--- src/rtl/int_sequencer_pkg.sv ---
// Shared types and constants for the interrupt/reset entry sequencer.
package int_sequencer_pkg;

  // Sequencer states; a pending reset is tracked separately while in ST_IDLE.
  typedef enum logic [2:0] {
    ST_IDLE,
    ST_PUSH_PCH,
    ST_PUSH_PCL,
    ST_PUSH_P,
    ST_VEC_LO,
    ST_VEC_HI
  } int_state_t;

  // Kind of request being serviced, listed in priority order.
  typedef enum logic [1:0] {
    KIND_RESET,
    KIND_NMI,
    KIND_BRK,
    KIND_IRQ
  } int_kind_t;

  // Vector offsets relative to the NMI vector base.
  localparam logic [15:0] VEC_OFF_NMI   = 16'd0;
  localparam logic [15:0] VEC_OFF_RESET = 16'd2;
  localparam logic [15:0] VEC_OFF_IRQ   = 16'd4;

  // Processor status bit positions.
  localparam int P_BIT_I = 2;
  localparam int P_BIT_B = 4;
  localparam int P_BIT_U = 5;

  // Status byte as written to the stack: U forced high, B reflects BRK.
  function automatic logic [7:0] push_p(input logic [7:0] p, input logic is_brk);
    logic [7:0] r;
    r          = p;
    r[P_BIT_U] = 1'b1;
    r[P_BIT_B] = is_brk;
    return r;
  endfunction

endpackage

--- src/rtl/int_sequencer_irq_prio_enc.sv ---
// Masked lowest-index priority encoder for the maskable IRQ lines.
module irq_prio_enc
  import int_sequencer_pkg::*;
#(
  parameter int N  = 4,
  parameter int IW = 2
) (
  input  logic [N-1:0]  req_i,
  input  logic          en_i,
  output logic          valid_o,
  output logic [IW-1:0] idx_o
);

  // Scan from the top down so the lowest active index is the last one written.
  always_comb begin
    valid_o = 1'b0;
    idx_o   = '0;
    for (int i = N - 1; i >= 0; i--) begin
      if (req_i[i] && en_i) begin
        valid_o = 1'b1;
        idx_o   = IW'(i);
      end
    end
  end

endmodule

--- src/rtl/int_sequencer.sv ---
// Interrupt/reset entry sequencer: arbitrates RESET/NMI/BRK/IRQ at an
// instruction boundary, pushes PC and P, fetches the vector and hands the
// new PC back to the core.
module int_sequencer
  import int_sequencer_pkg::*;
#(
  parameter int          N_IRQ       = 4,
  parameter logic [15:0] VEC_BASE    = 16'hFFFA,
  parameter logic [7:0]  STACK_PAGE  = 8'h01,
  parameter int          WAIT_CYCLES = 0
) (
  input  logic                                 clk,
  input  logic                                 rst,
  input  logic                                 instr_boundary,
  input  logic                                 brk_req,
  input  logic                                 nmi_n,
  input  logic [N_IRQ-1:0]                     irq_n,
  input  logic [7:0]                           p_in,
  input  logic [7:0]                           s_in,
  input  logic [15:0]                          pc_in,
  input  logic [7:0]                           mem_rdata,
  output logic                                 take,
  output logic [15:0]                          addr,
  output logic [7:0]                           wdata,
  output logic                                 mem_rw,
  output logic                                 s_dec,
  output logic                                 pc_ld,
  output logic [15:0]                          pc_out,
  output logic                                 i_set,
  output logic [((N_IRQ > 1) ? $clog2(N_IRQ) : 1)-1:0] irq_src,
  output logic                                 done
);

  localparam int IRQ_W = (N_IRQ > 1) ? $clog2(N_IRQ) : 1;

  int_state_t       state_q, state_d;
  int_kind_t        kind_q, kind_d;
  logic [3:0]       wait_q, wait_d;
  logic             reset_pend_q, reset_pend_d;
  logic             nmi_prev_q;
  logic             nmi_pend_q, nmi_pend_d;
  logic [15:0]      vec_q, vec_d;
  logic [7:0]       vec_lo_q, vec_lo_d;
  logic [15:0]      pc_out_q, pc_out_d;
  logic [IRQ_W-1:0] irq_src_q, irq_src_d;

  logic             irq_valid;
  logic [IRQ_W-1:0] irq_idx;
  logic             last;
  logic             nmi_fall;

  irq_prio_enc #(
    .N  (N_IRQ),
    .IW (IRQ_W)
  ) u_prio (
    .req_i   (~irq_n),
    .en_i    (~p_in[P_BIT_I]),
    .valid_o (irq_valid),
    .idx_o   (irq_idx)
  );

  // Final cycle of the current bus state; strobes fire and the state advances here.
  assign last     = (wait_q == 4'(WAIT_CYCLES));
  assign nmi_fall = nmi_prev_q & ~nmi_n;
  assign irq_src  = irq_src_q;

  // Next-state logic and bus outputs.
  // NOTE: every signal gets a default before the case so no path leaves it unassigned (no latches).
  always_comb begin
    state_d      = state_q;
    kind_d       = kind_q;
    wait_d       = wait_q;
    reset_pend_d = reset_pend_q;
    vec_d        = vec_q;
    vec_lo_d     = vec_lo_q;
    pc_out_d     = pc_out_q;
    irq_src_d    = irq_src_q;
    nmi_pend_d   = nmi_pend_q;

    take   = 1'b0;
    addr   = '0;
    wdata  = '0;
    mem_rw = 1'b1;
    s_dec  = 1'b0;
    pc_ld  = 1'b0;
    pc_out = pc_out_q;
    i_set  = 1'b0;
    done   = 1'b0;

    // Servicing the NMI vector consumes the latched edge; a fresh edge still wins.
    if (state_q == ST_VEC_LO && vec_q == VEC_BASE + VEC_OFF_NMI) nmi_pend_d = 1'b0;
    if (nmi_fall) nmi_pend_d = 1'b1;

    case (state_q)
      ST_IDLE: begin
        if (reset_pend_q || (instr_boundary && (nmi_pend_q || brk_req || irq_valid))) begin
          state_d      = ST_PUSH_PCH;
          wait_d       = '0;
          reset_pend_d = 1'b0;
          if (reset_pend_q) begin
            kind_d = KIND_RESET;
            vec_d  = VEC_BASE + VEC_OFF_RESET;
          end else if (nmi_pend_q) begin
            kind_d = KIND_NMI;
            vec_d  = VEC_BASE + VEC_OFF_NMI;
          end else if (brk_req) begin
            kind_d = KIND_BRK;
            vec_d  = VEC_BASE + VEC_OFF_IRQ;
          end else begin
            kind_d    = KIND_IRQ;
            vec_d     = VEC_BASE + VEC_OFF_IRQ;
            irq_src_d = irq_idx;
          end
        end
      end

      ST_PUSH_PCH, ST_PUSH_PCL, ST_PUSH_P: begin
        take   = 1'b1;
        addr   = {STACK_PAGE, s_in};
        mem_rw = (kind_q == KIND_RESET);
        s_dec  = last;
        if (state_q == ST_PUSH_PCH)      wdata = pc_in[15:8];
        else if (state_q == ST_PUSH_PCL) wdata = pc_in[7:0];
        else                             wdata = push_p(p_in, kind_q == KIND_BRK);
        if (last) begin
          wait_d = '0;
          if (state_q == ST_PUSH_PCH)      state_d = ST_PUSH_PCL;
          else if (state_q == ST_PUSH_PCL) state_d = ST_PUSH_P;
          else begin
            state_d = ST_VEC_LO;
            // A pending NMI hijacks an IRQ/BRK sequence before its vector fetch.
            if (nmi_pend_q && (kind_q == KIND_IRQ || kind_q == KIND_BRK))
              vec_d = VEC_BASE + VEC_OFF_NMI;
          end
        end else begin
          wait_d = wait_q + 4'd1;
        end
      end

      ST_VEC_LO: begin
        take = 1'b1;
        addr = vec_q;
        if (last) begin
          wait_d   = '0;
          vec_lo_d = mem_rdata;
          state_d  = ST_VEC_HI;
        end else begin
          wait_d = wait_q + 4'd1;
        end
      end

      ST_VEC_HI: begin
        take = 1'b1;
        addr = vec_q + 16'd1;
        if (last) begin
          wait_d   = '0;
          pc_out   = {mem_rdata, vec_lo_q};
          pc_out_d = {mem_rdata, vec_lo_q};
          pc_ld    = 1'b1;
          i_set    = 1'b1;
          done     = 1'b1;
          state_d  = ST_IDLE;
        end else begin
          wait_d = wait_q + 4'd1;
        end
      end

      default: state_d = ST_IDLE;
    endcase
  end

  // State registers with synchronous reset; reset arms a pending RESET sequence.
  // NOTE: sequential state uses non-blocking assignments so all registers update from pre-edge values.
  always_ff @(posedge clk) begin
    if (rst) begin
      state_q      <= ST_IDLE;
      kind_q       <= KIND_RESET;
      wait_q       <= '0;
      reset_pend_q <= 1'b1;
      nmi_prev_q   <= 1'b1;
      nmi_pend_q   <= 1'b0;
      vec_q        <= '0;
      vec_lo_q     <= '0;
      pc_out_q     <= '0;
      irq_src_q    <= '0;
    end else begin
      state_q      <= state_d;
      kind_q       <= kind_d;
      wait_q       <= wait_d;
      reset_pend_q <= reset_pend_d;
      nmi_prev_q   <= nmi_n;
      nmi_pend_q   <= nmi_pend_d;
      vec_q        <= vec_d;
      vec_lo_q     <= vec_lo_d;
      pc_out_q     <= pc_out_d;
      irq_src_q    <= irq_src_d;
    end
  end

endmodule

--- config.mk ---
export PLATFORM = sky130hd
export DESIGN_NAME = int_sequencer
export DESIGN_NICKNAME = d
export VERILOG_FILES = /design/src/rtl/int_sequencer_pkg.sv /design/src/rtl/int_sequencer_irq_prio_enc.sv /design/src/rtl/int_sequencer.sv
export SDC_FILE = /design/constraint.sdc
export NUM_CORES = 1
export LEC_CHECK = 0
export CORE_ASPECT_RATIO = 0.8
export CORE_MARGIN = 2
export CORE_UTILIZATION = 40
export CTS_CLUSTER_SIZE = 25
export DETAILED_ROUTE_END_ITERATION = 10
export HOLD_SLACK_MARGIN = 0.05
export PLACE_DENSITY = 0.85
export SYNTH_ARGS = -nofsm -noshare
export SYNTH_HDL_FRONTEND = slang
export SYNTH_HIERARCHICAL = 1
export SYNTH_SLANG_ARGS = --single-unit
--- constraint.sdc ---
create_clock -name clk -period 4 [get_ports clk]
set_clock_uncertainty 0.15 [all_clocks]
set_input_delay 0.8 -clock clk [delete_from_list [all_inputs] [get_ports clk]]
set_output_delay 0.8 -clock clk [all_outputs]
set_load 0.01 [all_outputs]
## Yosys cells after proc, flatten, opt, wreduce, memory -nomap -nowiden

Cells that the tools add are included.

| operators by class | value |
|---|---|
| multiplexer cells | 42 |
| bitwise gates (word level) | 7 |
| reductions and logical operators | 25 |
| eq/ne operators | 15 |
| add/subtract/negate cells | 2 |

Operators with widths:

| cell | number |
|---|---|
| 16-bit 2-to-1 mux | 7 |
| 16-bit one-hot mux with 3 select lines | 1 |
| 16-bit one-hot mux with 2 select lines | 1 |
| 3-bit 2-to-1 mux | 8 |
| 8-bit 2-to-1 mux | 3 |
| 16-bit by 1-bit adder with 16-bit output, second input constant | 1 |
| 16-bit == test, second input constant | 1 |
| 2-bit != test, second input constant | 7 |
| 1-bit 2-to-1 mux | 12 |
| 2-bit 2-to-1 mux | 6 |
| 3-bit one-hot mux with 4 select lines | 1 |
| 4-bit 2-to-1 mux | 2 |
| 4-bit one-hot mux with 2 select lines | 1 |
| 1-bit logical AND | 7 |
| 3-bit by 2-bit == test with 1-bit output, second input constant | 2 |
| 3-bit == test, second input constant | 2 |
| 2-bit AND reduction | 3 |
| 6-bit AND reduction | 1 |
| 2-bit nonzero test | 3 |
| 1-bit inverter | 5 |
| 5-bit AND reduction | 1 |
| 5-bit OR reduction | 1 |
| 4-bit by 1-bit adder with 4-bit output, second input constant | 1 |
| 2-bit == test, second input constant | 2 |
| other kinds (9) | 12 |

| word-level totals | value |
|---|---|
| input port bits | 49 |
| register bits | 54 |

## Longest topological paths before layout

Gate-level depths: netlist of the first run.

| logic depth | value |
|---|---|
| word-level depth | 11 |
| gate-level depth with buffers | 7 |
| depth with buffers taken out | 6 |

## Cells and area by module

Netlist of the first run, hierarchy kept.

Modules (own cells, without submodules):

| module | cells each | times used | area an instance (um^2) |
|---|---|---|---|
| int_sequencer | 239 | 1 | 2143.3 |
| irq_prio_enc | 7 | 1 | 41.3 |

## Worst setup path before layout of the first run

No wires, ideal clock.

| timing | value |
|---|---|
| path type | register -> output |
| from | register wait_q[0] |
| to | output pc_out[7] |
| arrival | 1.517 ns |
| path buffers | 1 |
| stages on the path, launching flop included | 7 |
| path slack | 1.533 ns |
| cells stage by stage | dfxtp_1 > inv_1 > ha_1 > nor3b_4 > nand3_4 > buf_6 > mux2_4 |

| on the way | value |
|---|---|
| longest elaborated chain between the ends | 3 |

RTL lines:

| item | line | source |
|---|---|---|
| start, declared | int_sequencer.sv:38 | `logic [3:0] wait_q, wait_d;` |
| start signal, assigned | int_sequencer.sv:189 | `wait_q <= wait_d;` |
| 4-bit logical NOT | int_sequencer.sv:63 | `assign last = (wait_q == 4'(WAIT_CYCLES));` |
| 16-bit 2-to-1 mux | int_sequencer.sv:155 | `if (last) begin` |
| 16-bit 2-to-1 mux | - |  |
| end, declared | int_sequencer.sv:28 | `output logic [15:0] pc_out,` |

Every way passes these cells.

## Final worst setup path of the first run

| timing | value |
|---|---|
| from | register wait_q[0] |
| to | output pc_out[2] |

Same word-level chain as after synthesis.

==> report_table.html, run 1 <==
<table>
<tr><th>Metric</th><th>Value</th></tr>
<tr><th colspan="2">Worst setup path</th></tr>
<tr><td>Depth of the most critical reg-to-reg path</td><td>6</td></tr>
<tr><td>Reg-to-reg critical path endpoint</td><td>pc_out_q[7]</td></tr>
<tr><td>Crit path DAT</td><td>roughly 2.5 ns</td></tr>
<tr><td>Delay contributed by the slowest stage of the critical path</td><td>roughly 0.55 ns</td></tr>
<tr><td>Highest net fanout along the worst path</td><td>17</td></tr>
<tr><td>Required @ worst endpoint</td><td>about 3 ns</td></tr>
<tr><td>Startpoint of the worst-slack reg-to-reg timing path</td><td>wait_q[0]</td></tr>
<tr><td>Master of the slowest instance on the critical path</td><td>clkdlybuf4s50_1</td></tr>
<tr><td>R2r setup slk</td><td>1.87 ns</td></tr>
<tr><td>Startpoint class of the critical path</td><td>flop</td></tr>
<tr><td>Worst Setup Path Type</td><td>flop to primary output</td></tr>
<tr><td>Crit path cell chain</td><td>inv_1 &gt; ha_1 &gt; nor3b_4 &gt; nand3_4 &gt; mux2_2 &gt; clkdlybuf4s50_1</td></tr>
<tr><td>WP buf/inv</td><td>2</td></tr>
<tr><td>Kind of capture point of the worst setup path</td><td>primary output</td></tr>
<tr><td>Kind of cell with the highest combined delay on the critical path</td><td>simple AND/OR/NAND/NOR gates</td></tr>
<tr><th colspan="2">Clock tree</th></tr>
<tr><td>Total number of clock tree sinks</td><td>between 40 and 50</td></tr>
<tr><td>Clock tree buffer depth</td><td>2</td></tr>
<tr><td>Hold-fix buffers, CTS</td><td>0</td></tr>
<tr><td>Buffer cell driving the clock tree root</td><td>clkbuf_8</td></tr>
<tr><td>PostCTS Resize Cnt</td><td>0</td></tr>
<tr><td>H-tree levels</td><td>2</td></tr>
<tr><td>Worst-skew pair later-pin latency</td><td>0.29 ns</td></tr>
<tr><td>Clk pin slew, worst setup/hold paths</td><td>approximately 0.080 ns</td></tr>
<tr><td>CTS tree</td><td>done</td></tr>
<tr><td>Buffers inserted during post-CTS setup optimization</td><td>0</td></tr>
<tr><td>Num CTS Buffers</td><td>5</td></tr>
<tr><th colspan="2">Synthesis</th></tr>
<tr><td>Mean Syn Cell Area</td><td>between 8 and 9 sq um</td></tr>
<tr><td>Fraction of synthesized cell area taken by the top area cell type</td><td>a little under two fifths</td></tr>
<tr><td>Cell count after synthesis</td><td>246</td></tr>
<tr><td>Cell types occupying the most area after synthesis</td><td>dfxtp_1 (38%), mux2i_1 (8.7%), mux2_4 (6.2%), nor2_1 (5.3%), and2_1 (4.9%)</td></tr>
<tr><td>Number of register bits inferred by synthesis</td><td>41</td></tr>
<tr><td>Post-synthesis cell type count</td><td>46</td></tr>
<tr><td>Number of warnings reported in the yosys synthesis log</td><td>6</td></tr>
<tr><td>Simple-gate share of the synthesized area</td><td>about 22%</td></tr>
<tr><td>Multiplexer share of the synthesized area</td><td>a little under a fifth</td></tr>
<tr><td>Largest family of logic cells by synthesized area</td><td>simple AND/OR/NAND/NOR gates</td></tr>
<tr><td>Part of the Yosys area used for sequential elements</td><td>between 30% and 40%</td></tr>
<tr><td>Fraction of the mapped netlist area in compound gates</td><td>around 11%</td></tr>
<tr><td>Largest area contributor in the synthesized netlist</td><td>dfxtp_1</td></tr>
<tr><td>Post-synthesis xor/xnor area fraction</td><td>0.802%</td></tr>
<tr><td>Primary FF master, synth</td><td>dfxtp_1</td></tr>
<tr><td>Number of enable-type register cells in the synthesized netlist</td><td>0</td></tr>
<tr><td>Nets in the synthesized netlist</td><td>between 200 and 300</td></tr>
<tr><td>Adder-cell area share of the yosys netlist</td><td>roughly 1.1%</td></tr>
<tr><td>Share of synthesized registers carrying an async set or reset</td><td>0%</td></tr>
<tr><td>Post-Synthesis Cell Area</td><td>~0.0022 sq mm</td></tr>
<tr><th colspan="2">Floorplanning</th></tr>
<tr><td>Starting utilization of the core area</td><td>approximately two fifths</td></tr>
<tr><td>Core box area</td><td>approximately 0.0053 sq mm</td></tr>
<tr><td>I/O pins</td><td>97</td></tr>
<tr><td>Chip Width</td><td>86.6 microns</td></tr>
<tr><td>Area of the die</td><td>between 0.006 and 0.007 sq mm</td></tr>
<tr><td>Height of the die</td><td>70.1 microns</td></tr>
<tr><td>Row count</td><td>24</td></tr>
<tr><th colspan="2">Finish</th></tr>
<tr><td>Commonest cells after routing, fill and taps aside</td><td>clkdlybuf4s50_1 (94), dfxtp_1 (41), nor2_1 (31), mux2i_1 (19)</td></tr>
<tr><td>Count of inserted antenna diode cells</td><td>0</td></tr>
<tr><td>Post-route cell area</td><td>0.00320 sq mm</td></tr>
<tr><td>Synth-to-layout area growth</td><td>46.4%</td></tr>
<tr><td>Fraction of layout cells with a size suffix above 1</td><td>slightly below 10%</td></tr>
<tr><td>Number of nets in the finished design</td><td>roughly 380</td></tr>
<tr><td>Most frequent standard cell in the layout excluding fill and tap cells</td><td>clkdlybuf4s50_1</td></tr>
<tr><th colspan="2">STA</th></tr>
<tr><td>Pins over their slew limit</td><td>0</td></tr>
<tr><td>Min Clock Period, post-route</td><td>3.45 ns</td></tr>
<tr><td>Max_slew headroom</td><td>56.4%</td></tr>
<tr><td>Slew at the pin with the worst max-slew slack</td><td>between 0.6 and 0.7 ns</td></tr>
<tr><td>Final-layout setup total negative slack</td><td>0 ns</td></tr>
<tr><td>Total setup violations reported at the end of the flow</td><td>0</td></tr>
<tr><td>Peak Freq</td><td>around 290 MHz</td></tr>
<tr><td>Post-route worst setup slack</td><td>approximately 0.55 ns</td></tr>
<tr><td>Total count of hold-check failures in the final report</td><td>0</td></tr>
<tr><td>Crit share post-route</td><td>a little under nine tenths</td></tr>
<tr><td>Unrepaired setup endpoints after global routing</td><td>false</td></tr>
<tr><th colspan="2">Drt</th></tr>
<tr><td>Antenna-violating nets left</td><td>0</td></tr>
<tr><td>Aggregate routed wire length</td><td>approximately 5.3 mm</td></tr>
<tr><td>DRC violation count after routing</td><td>0</td></tr>
<tr><td>Overall via count from detail_route</td><td>about 2000</td></tr>
<tr><td>Average routed wire per standard cell</td><td>approximately 13 microns</td></tr>
<tr><td>Via density per instance</td><td>5.04</td></tr>
<tr><td>Total iterations of the first detailed-routing run</td><td>4</td></tr>
<tr><td>Count of routing violations after the opening detailed-route iteration</td><td>110</td></tr>
<tr><th colspan="2">Pwr</th></tr>
<tr><td>Net switching power of the design</td><td>between 300 and 400 uW</td></tr>
<tr><td>Leakage power summed over all cells</td><td>between 1 and 1.5 nW</td></tr>
<tr><td>Power density relative to cell area</td><td>~330 mW/mm^2</td></tr>
<tr><td>Share of power burned in registers</td><td>between 40% and 50%</td></tr>
<tr><td>Fraction of power consumed by the clock network</td><td>roughly a quarter</td></tr>
<tr><td>Gate power share</td><td>31.5%</td></tr>
<tr><td>Worst IR Drop VDD</td><td>about 0.24 mV</td></tr>
<tr><td>Switching part of the total</td><td>30.3%</td></tr>
<tr><td>Internal power contribution</td><td>729 uW</td></tr>
<tr><th colspan="2">GRT</th></tr>
<tr><td>Global-route congestion overflow total</td><td>0</td></tr>
<tr><td>Pin count of the biggest net entering global routing</td><td>25</td></tr>
<tr><td>Overall Global Routing Usage</td><td>between 15 and 20%</td></tr>
<tr><td>Number of global-route vias before repair</td><td>1945</td></tr>
<tr><td>Number of antenna violations at the first check in global routing</td><td>0</td></tr>
<tr><td>First-pass GRT wire length</td><td>around 8.6 mm</td></tr>
<tr><th colspan="2">Place</th></tr>
<tr><td>Pre-CTS worst setup slack</td><td>roughly 0.84 ns</td></tr>
<tr><td>Total placed instance area</td><td>around 0.0031 sq mm</td></tr>
<tr><td>Port-buffer cells</td><td>94</td></tr>
<tr><td>Gpl congestion</td><td>around 0.72</td></tr>
<tr><td>HPWL after detailed placement</td><td>3.86 mm</td></tr>
<tr><th colspan="2">Job</th></tr>
<tr><td>Max-cap violation count</td><td>0</td></tr>
<tr><th colspan="2">Min path</th></tr>
<tr><td>Instance count along the most critical hold path</td><td>2</td></tr>
<tr><td>Startpoint of the lowest-slack hold path</td><td>vec_q[14]</td></tr>
<tr><td>Capture endpoint of the worst hold path</td><td>vec_q[14]</td></tr>
<tr><td>Hold crit path type</td><td>flop to flop</td></tr>
<tr><th colspan="2">Run status</th></tr>
<tr><td>Run status</td><td>finished, final reports clean</td></tr>
</table>
[flip-flops by register name, indices dropped and copies added (netlist names)]
| signal | cells |
|---|---|
| nmi_prev_q | 1 |
| irq_src | 2 |
| wait_q | 4 |
| state_q | 3 |
| nmi_pend_q | 1 |
| vec_q | 3 |
| vec_lo_q | 8 |
| pc_out_q | 16 |
| reset_pend_q | 1 |
| kind_q | 2 |
[worst register-to-register path: stages, from the launching register on]
cell     delay [ns]
dfxtp_1        0.35
inv_1          0.07
ha_1           0.14
nor3b_4        0.43
nand3_4        0.34
mux2_4         0.41
and2_4         0.15
[power by group through the flow]
stage                     clock network (mW)  logic [mW]  registers (mW)
final                                  0.268       0.330           0.448
after CTS                              0.276       0.332           0.448
after global routing                   0.294       0.359           0.451
after global placement                     0       0.323           0.456
after detailed placement                   0       0.330           0.457
after floorplan                            0       0.180           0.448
[cells by family after synthesis]
| kind of cell | after synthesis |
|---|---|
| compound gates | 38 |
| xor+xnor | 2 |
| fa+ha+maj | 2 |
| buf+inv | 34 |
| flops | 41 |
| mux | 36 |
| simple gates | 93 |
[layer usage]
| layer | vias to the layer above | routed length [microns] | global-route usage (%) |
|---|---|---|---|
| met5 | - | 0 | 0 |
| met4 | 0 | 49 | 5.21 |
| met3 | 7 | 393 | 4.96 |
| met2 | 63 | 2580 | 30.8 |
| met1 | 937 | 2300 | 20.7 |
| li1 | 994 | - | - |
[worst max-delay path by stage]
stage                    from    endpoint  cells past startpoint
global placement    wait_q[0]  pc_out[15]                      6
detailed placement  wait_q[0]   pc_out[8]                      6
CTS                 wait_q[0]  pc_out[13]                      6
floorplan           wait_q[0]   pc_out[7]                      6
finish              wait_q[0]   pc_out[2]                      6
global route        wait_q[0]   pc_out[2]                      6
[stage by stage]
stage | power (mW) | std cells | hold slack (ns) | util, %
2_1_floorplan | 0.628 | 246 | 0.276 | -
3_3_place_gp | 0.779 | 389 | 0.287 | 58.2
3_5_place_dp | 0.787 | 389 | 0.296 | 58.2
4_1_cts | 1.06 | 397 | 0.308 | 59.8
5_1_grt | 1.10 | 397 | 0.333 | 59.8
6_report | 1.05 | 397 | 0.301 | 59.8
[layout make-up]
type / instances / area, sq um
inverters: 15 / 56.3
repair buffers: 97 / 963
clock inverters: 2 / 15.0
multi-input cells: 171 / 1190
flip-flops and latches: 41 / 821
clock buffers: 6 / 72.6
well taps: 65 / 81.3
fillers: 482 / 2150
[synthesized netlist by cell type (all sizes together), types with 3 or more instances]
library cell / number
o21ai: 7
inv: 14
a22o: 3
and2: 18
nor3: 5
buf: 12
dfxtp: 41
mux2i: 19
a21oi: 18
nand2b: 4
mux2: 17
clkbuf: 7
nor2: 31
nand3: 4
nand2: 18
(Power assumes the default switching activity.)
==> run 2, diff against run 1 <==
--- a/config.mk
+++ b/config.mk
@@ -5,6 +5,7 @@
 export SDC_FILE = /design/constraint.sdc
 export NUM_CORES = 1
 export LEC_CHECK = 0
+export CAP_MARGIN = 30
 export CORE_ASPECT_RATIO = 0.8
 export CORE_MARGIN = 2
 export CORE_UTILIZATION = 40
@@ -12,7 +13,7 @@
 export DETAILED_ROUTE_END_ITERATION = 10
 export HOLD_SLACK_MARGIN = 0.05
 export PLACE_DENSITY = 0.85
+export SLEW_MARGIN = 10
 export SYNTH_ARGS = -nofsm -noshare
 export SYNTH_HDL_FRONTEND = slang
-export SYNTH_HIERARCHICAL = 1
 export SYNTH_SLANG_ARGS = --single-unit
==> report_table.html, run 2 <==
<table>
<tr><th>Metric</th><th>Value</th></tr>
<tr><th colspan="2">Run status</th></tr>
<tr><td>Run status</td><td>finished, final reports clean</td></tr>
<tr><th colspan="2">Place</th></tr>
<tr><td>Port-buffer cells</td><td>94 (unchanged)</td></tr>
<tr><td>Gpl congestion</td><td>0.814 (+13%)</td></tr>
<tr><td>Placed Cells incl. Taps</td><td>380 (-2.3%)</td></tr>
<tr><td>HPWL after detailed placement</td><td>3.87 mm (+0.41%)</td></tr>
<tr><th colspan="2">Worst setup path</th></tr>
<tr><td>Depth of the most critical reg-to-reg path</td><td>5 (-1)</td></tr>
<tr><td>Master of the slowest instance on the critical path</td><td>clkdlybuf4s50_1</td></tr>
<tr><td>R2r setup slk</td><td>1.85 ns (-0.02 ns)</td></tr>
<tr><td>Kind of cell with the highest combined delay on the critical path</td><td>simple AND/OR/NAND/NOR gates</td></tr>
<tr><td>Startpoint of the worst-slack reg-to-reg timing path</td><td>state_q[1]</td></tr>
<tr><td>Startpoint class of the critical path</td><td>flop</td></tr>
<tr><td>Highest net fanout along the worst path</td><td>17 (unchanged)</td></tr>
<tr><td>Startpoint of the most critical setup path</td><td>wait_q[0]</td></tr>
<tr><td>Kind of capture point of the worst setup path</td><td>primary output</td></tr>
<tr><td>WP buf/inv</td><td>2 (unchanged)</td></tr>
<tr><td>Reg-to-reg critical path endpoint</td><td>vec_lo_q[4]</td></tr>
<tr><td>Crit path cell chain</td><td>inv_1 &gt; ha_1 &gt; nor3b_2 &gt; nand3_4 &gt; mux2_4 &gt; clkdlybuf4s50_1</td></tr>
<tr><td>Levels on crit path</td><td>6 (unchanged)</td></tr>
<tr><td>Required @ worst endpoint</td><td>3.05 ns (about the same)</td></tr>
<tr><td>Crit path DAT</td><td>2.48 ns (-0.02 ns)</td></tr>
<tr><td>Worst Setup Path Type</td><td>flop to primary output</td></tr>
<tr><td>Delay contributed by the slowest stage of the critical path</td><td>0.49 ns (-0.06 ns)</td></tr>
<tr><th colspan="2">Synthesis</th></tr>
<tr><td>Mean Syn Cell Area</td><td>9.15 sq um (+3.0%)</td></tr>
<tr><td>Largest area contributor in the synthesized netlist</td><td>dfxtp_1</td></tr>
<tr><td>Fraction of synthesized cell area taken by the top area cell type</td><td>37.4% (-0.19 points)</td></tr>
<tr><td>Cell count after synthesis</td><td>240 (-2.4%)</td></tr>
<tr><td>Primary FF master, synth</td><td>dfxtp_1</td></tr>
<tr><td>Post-Synthesis Cell Area</td><td>0.00220 sq mm (+0.52%)</td></tr>
<tr><td>Cell types occupying the most area after synthesis</td><td>dfxtp_1 (37%), mux2_2 (6.7%), mux2_4 (6.2%), and2_1 (4.6%), mux2i_1 (4.6%)</td></tr>
<tr><td>Part of the Yosys area used for sequential elements</td><td>37.4% (-0.19 points)</td></tr>
<tr><td>Post-synthesis cell type count</td><td>46 (unchanged)</td></tr>
<tr><td>Nets in the synthesized netlist</td><td>291 (-2.0%)</td></tr>
<tr><td>Top-count cell post-synth</td><td>dfxtp_1</td></tr>
<tr><td>Share of synthesized registers carrying an async set or reset</td><td>0% (unchanged)</td></tr>
<tr><td>Most instantiated cells after synthesis</td><td>dfxtp_1 (41), nor2_1 (24), nand2_1 (21), and2_1 (16), mux2_2 (13)</td></tr>
<tr><td>Number of enable-type register cells in the synthesized netlist</td><td>0 (unchanged)</td></tr>
<tr><td>Number of register bits inferred by synthesis</td><td>41 (unchanged)</td></tr>
<tr><td>Number of warnings reported in the yosys synthesis log</td><td>0 (-6)</td></tr>
<tr><th colspan="2">STA</th></tr>
<tr><td>Total setup violations reported at the end of the flow</td><td>0 (unchanged)</td></tr>
<tr><td>Slew at the pin with the worst max-slew slack</td><td>0.676 ns (+0.0267 ns)</td></tr>
<tr><td>Pins over their slew limit</td><td>0 (unchanged)</td></tr>
<tr><td>Crit share post-route</td><td>85.8% (-0.55 points)</td></tr>
<tr><td>Total count of hold-check failures in the final report</td><td>0 (unchanged)</td></tr>
<tr><td>Final-layout setup total negative slack</td><td>0 ns (unchanged)</td></tr>
<tr><td>Max_slew headroom</td><td>54.9% (-1.5 points)</td></tr>
<tr><td>Tightest hold margin</td><td>0.298 ns (-0.00294 ns)</td></tr>
<tr><td>Min Clock Period, post-route</td><td>3.43 ns (-0.0218 ns)</td></tr>
<tr><td>Unrepaired setup endpoints after global routing</td><td>false</td></tr>
<tr><td>Peak Freq</td><td>291 MHz (+0.64%)</td></tr>
<tr><th colspan="2">Drt</th></tr>
<tr><td>Average routed wire per standard cell</td><td>13.5 microns (+0.54%)</td></tr>
<tr><td>Count of routing violations after the opening detailed-route iteration</td><td>113 (+2.7%)</td></tr>
<tr><td>DRC violation count after routing</td><td>0 (unchanged)</td></tr>
<tr><td>Highest metal layer with signal wires</td><td>met4</td></tr>
<tr><td>Aggregate routed wire length</td><td>5.21 mm (-2.0%)</td></tr>
<tr><td>Wl on met1</td><td>2.24 mm (-2.3%)</td></tr>
<tr><td>Met2 routed WL</td><td>2.56 mm (-0.93%)</td></tr>
<tr><td>Via density per instance</td><td>5.14 (+2.1%)</td></tr>
<tr><td>Overall via count from detail_route</td><td>1991 (-0.50%)</td></tr>
<tr><td>Total iterations of the first detailed-routing run</td><td>4 (unchanged)</td></tr>
<tr><td>Antenna-violating nets left</td><td>0 (unchanged)</td></tr>
<tr><td>Met3 wirelength from detailed routing</td><td>369 microns (-6.1%)</td></tr>
<tr><th colspan="2">Finish</th></tr>
<tr><td>Most frequent standard cell in the layout excluding fill and tap cells</td><td>clkdlybuf4s50_1</td></tr>
<tr><td>Register ranked first by flip-flop count</td><td>pc_out_q</td></tr>
<tr><td>Registers with the most flip-flops</td><td>pc_out_q: 16 flops, vec_lo_q: 8 flops, wait_q: 4 flops</td></tr>
<tr><td>Number of fill cells in the layout</td><td>432 (-10%)</td></tr>
<tr><td>Commonest cells after routing, fill and taps aside</td><td>clkdlybuf4s50_1 (94), dfxtp_1 (41), nor2_1 (24), nand2_1 (21), and2_1 (16)</td></tr>
<tr><td>Fraction of layout cells with a size suffix above 1</td><td>12.1% (+2.2 points)</td></tr>
<tr><td>Count of inserted antenna diode cells</td><td>0 (unchanged)</td></tr>
<tr><td>Number of standard cells in the layout, taps in and fillers out</td><td>387 (-2.5%)</td></tr>
<tr><td>Number of nets in the finished design</td><td>373 (-2.4%)</td></tr>
<tr><td>Synth-to-layout area growth</td><td>46.3% (about the same)</td></tr>
<tr><td>Flip-flop count of the largest register, all copies and words added</td><td>16 (unchanged)</td></tr>
<tr><th colspan="2">GRT</th></tr>
<tr><td>Number of antenna violations at the first check in global routing</td><td>0 (unchanged)</td></tr>
<tr><td>Pin count of the biggest net entering global routing</td><td>24 (-4.0%)</td></tr>
<tr><td>Number of global-route vias before repair</td><td>1861 (-4.3%)</td></tr>
<tr><td>Overall Global Routing Usage</td><td>17.3% (-0.24 points)</td></tr>
<tr><td>Global-route congestion overflow total</td><td>0 (unchanged)</td></tr>
<tr><td>First-pass GRT wire length</td><td>8.58 mm (-0.72%)</td></tr>
<tr><th colspan="2">Clock tree</th></tr>
<tr><td>Hold-fix buffers, CTS</td><td>0 (unchanged)</td></tr>
<tr><td>Buffer cell driving the clock tree root</td><td>clkbuf_8</td></tr>
<tr><td>Num CTS Buffers</td><td>5 (unchanged)</td></tr>
<tr><td>Total number of clock tree sinks</td><td>41 (unchanged)</td></tr>
<tr><td>Worst-skew pair later-pin latency</td><td>0.28 ns (about the same)</td></tr>
<tr><td>H-tree levels</td><td>2 (unchanged)</td></tr>
<tr><td>PostCTS Resize Cnt</td><td>0 (unchanged)</td></tr>
<tr><td>Buffers inserted during post-CTS setup optimization</td><td>0 (unchanged)</td></tr>
<tr><td>Clock tree buffer depth</td><td>2 (unchanged)</td></tr>
<tr><td>CTS tree</td><td>done</td></tr>
<tr><td>Clk pin slew, worst setup/hold paths</td><td>0.08 ns (about the same)</td></tr>
<tr><th colspan="2">Pwr</th></tr>
<tr><td>Leakage power summed over all cells</td><td>1.34 nW (-3.0%)</td></tr>
<tr><td>Worst IR Drop VDD</td><td>0.176 mV (-28%)</td></tr>
<tr><td>Power density relative to cell area</td><td>349 mW/mm^2 (+6.8%)</td></tr>
<tr><td>Final Power</td><td>1.12 mW (+7.3%)</td></tr>
<tr><th colspan="2">Floorplanning</th></tr>
<tr><td>Height of the die</td><td>70.3 microns (+0.24%)</td></tr>
<tr><td>Chip Width</td><td>86.8 microns (+0.24%)</td></tr>
<tr><td>Row count</td><td>24 (unchanged)</td></tr>
<tr><td>Starting utilization of the core area</td><td>40.9% (about the same)</td></tr>
<tr><td>I/O pins</td><td>97 (unchanged)</td></tr>
<tr><td>Core box area</td><td>0.00538 sq mm (+0.56%)</td></tr>
<tr><td>Area of the die</td><td>0.00610 sq mm (+0.49%)</td></tr>
<tr><th colspan="2">Min path</th></tr>
<tr><td>Hold crit path type</td><td>flop to flop</td></tr>
<tr><td>Capture endpoint of the worst hold path</td><td>vec_q[14]</td></tr>
<tr><td>Instance count along the most critical hold path</td><td>2 (unchanged)</td></tr>
<tr><td>Startpoint of the lowest-slack hold path</td><td>vec_q[14]</td></tr>
<tr><th colspan="2">Job</th></tr>
<tr><td>Max-cap violation count</td><td>0 (unchanged)</td></tr>
</table>
run 2: final cells by class:
| type | instances | area, sq um | share of cell area [%] |
|---|---|---|---|
| inverter | 11 | 41.3 | 1.29 |
| sequential | 41 | 821 | 25.6 |
| timing repair buffer | 97 | 963 | 30.0 |
| clock inverter | 2 | 35.0 | 1.09 |
| tap | 65 | 81.3 | 2.53 |
| multi-input combinational | 166 | 1200 | 37.4 |
| clock buffer | 5 | 68.8 | 2.14 |
run 2: kinds of logic (layout without fill, tap and decap cells):
group | after synthesis | count (layout) | share of synthesized area (%)
AOI/OAI and AO/OA | 43 | 43 | 13.9
adders and majority gates | 2 | 2 | 1.14
and+or+nand+nor | 88 | 88 | 21.9
buffers and inverters | 33 | 115 | 7.92
muxes | 32 | 32 | 17.4
DFF | 41 | 41 | 37.4
xor gates and xnor gates | 1 | 1 | 0.399
run 2: metrics by stage:
stage               setup slack [ns]  utilization, %  cell area [sq um]
CTS                            0.544            59.8               3210
floorplan                       1.52               -               2200
finish                         0.568            59.8               3210
detailed placement             0.823            57.8               3110
global placement               0.818            57.8               3110
global route                   0.306            59.8               3210
run 2: worst min-delay path: stages, from the launching register on:
cell	delay, ns
dfxtp_1	0.31
inv_1	0.05
a21oi_1	0.05
run 2: power by group:
part	switching, mW	internal [mW]	total [mW]
sequential	0.0294	0.429	0.459
clock	0.134	0.181	0.315
combinational	0.155	0.193	0.348
total	0.318	0.804	1.12
run 2: layer usage:
metal  GRT usage [%]  vias up
met5               0        -
met4            5.21        0
met3            4.14        6
met2            29.7       80
met1            21.4      916
li1                -      989
run 2: how the worst max path moves through the flow:
stage | endpoint | slack, ns
2_1_floorplan | pc_out[10] | 1.52
5_1_grt | addr[6] | 0.31
3_5_place_dp | wdata[2] | 0.82
6_report | pc_out[7] | 0.57
4_1_cts | pc_out[7] | 0.54
3_3_place_gp | wdata[2] | 0.82
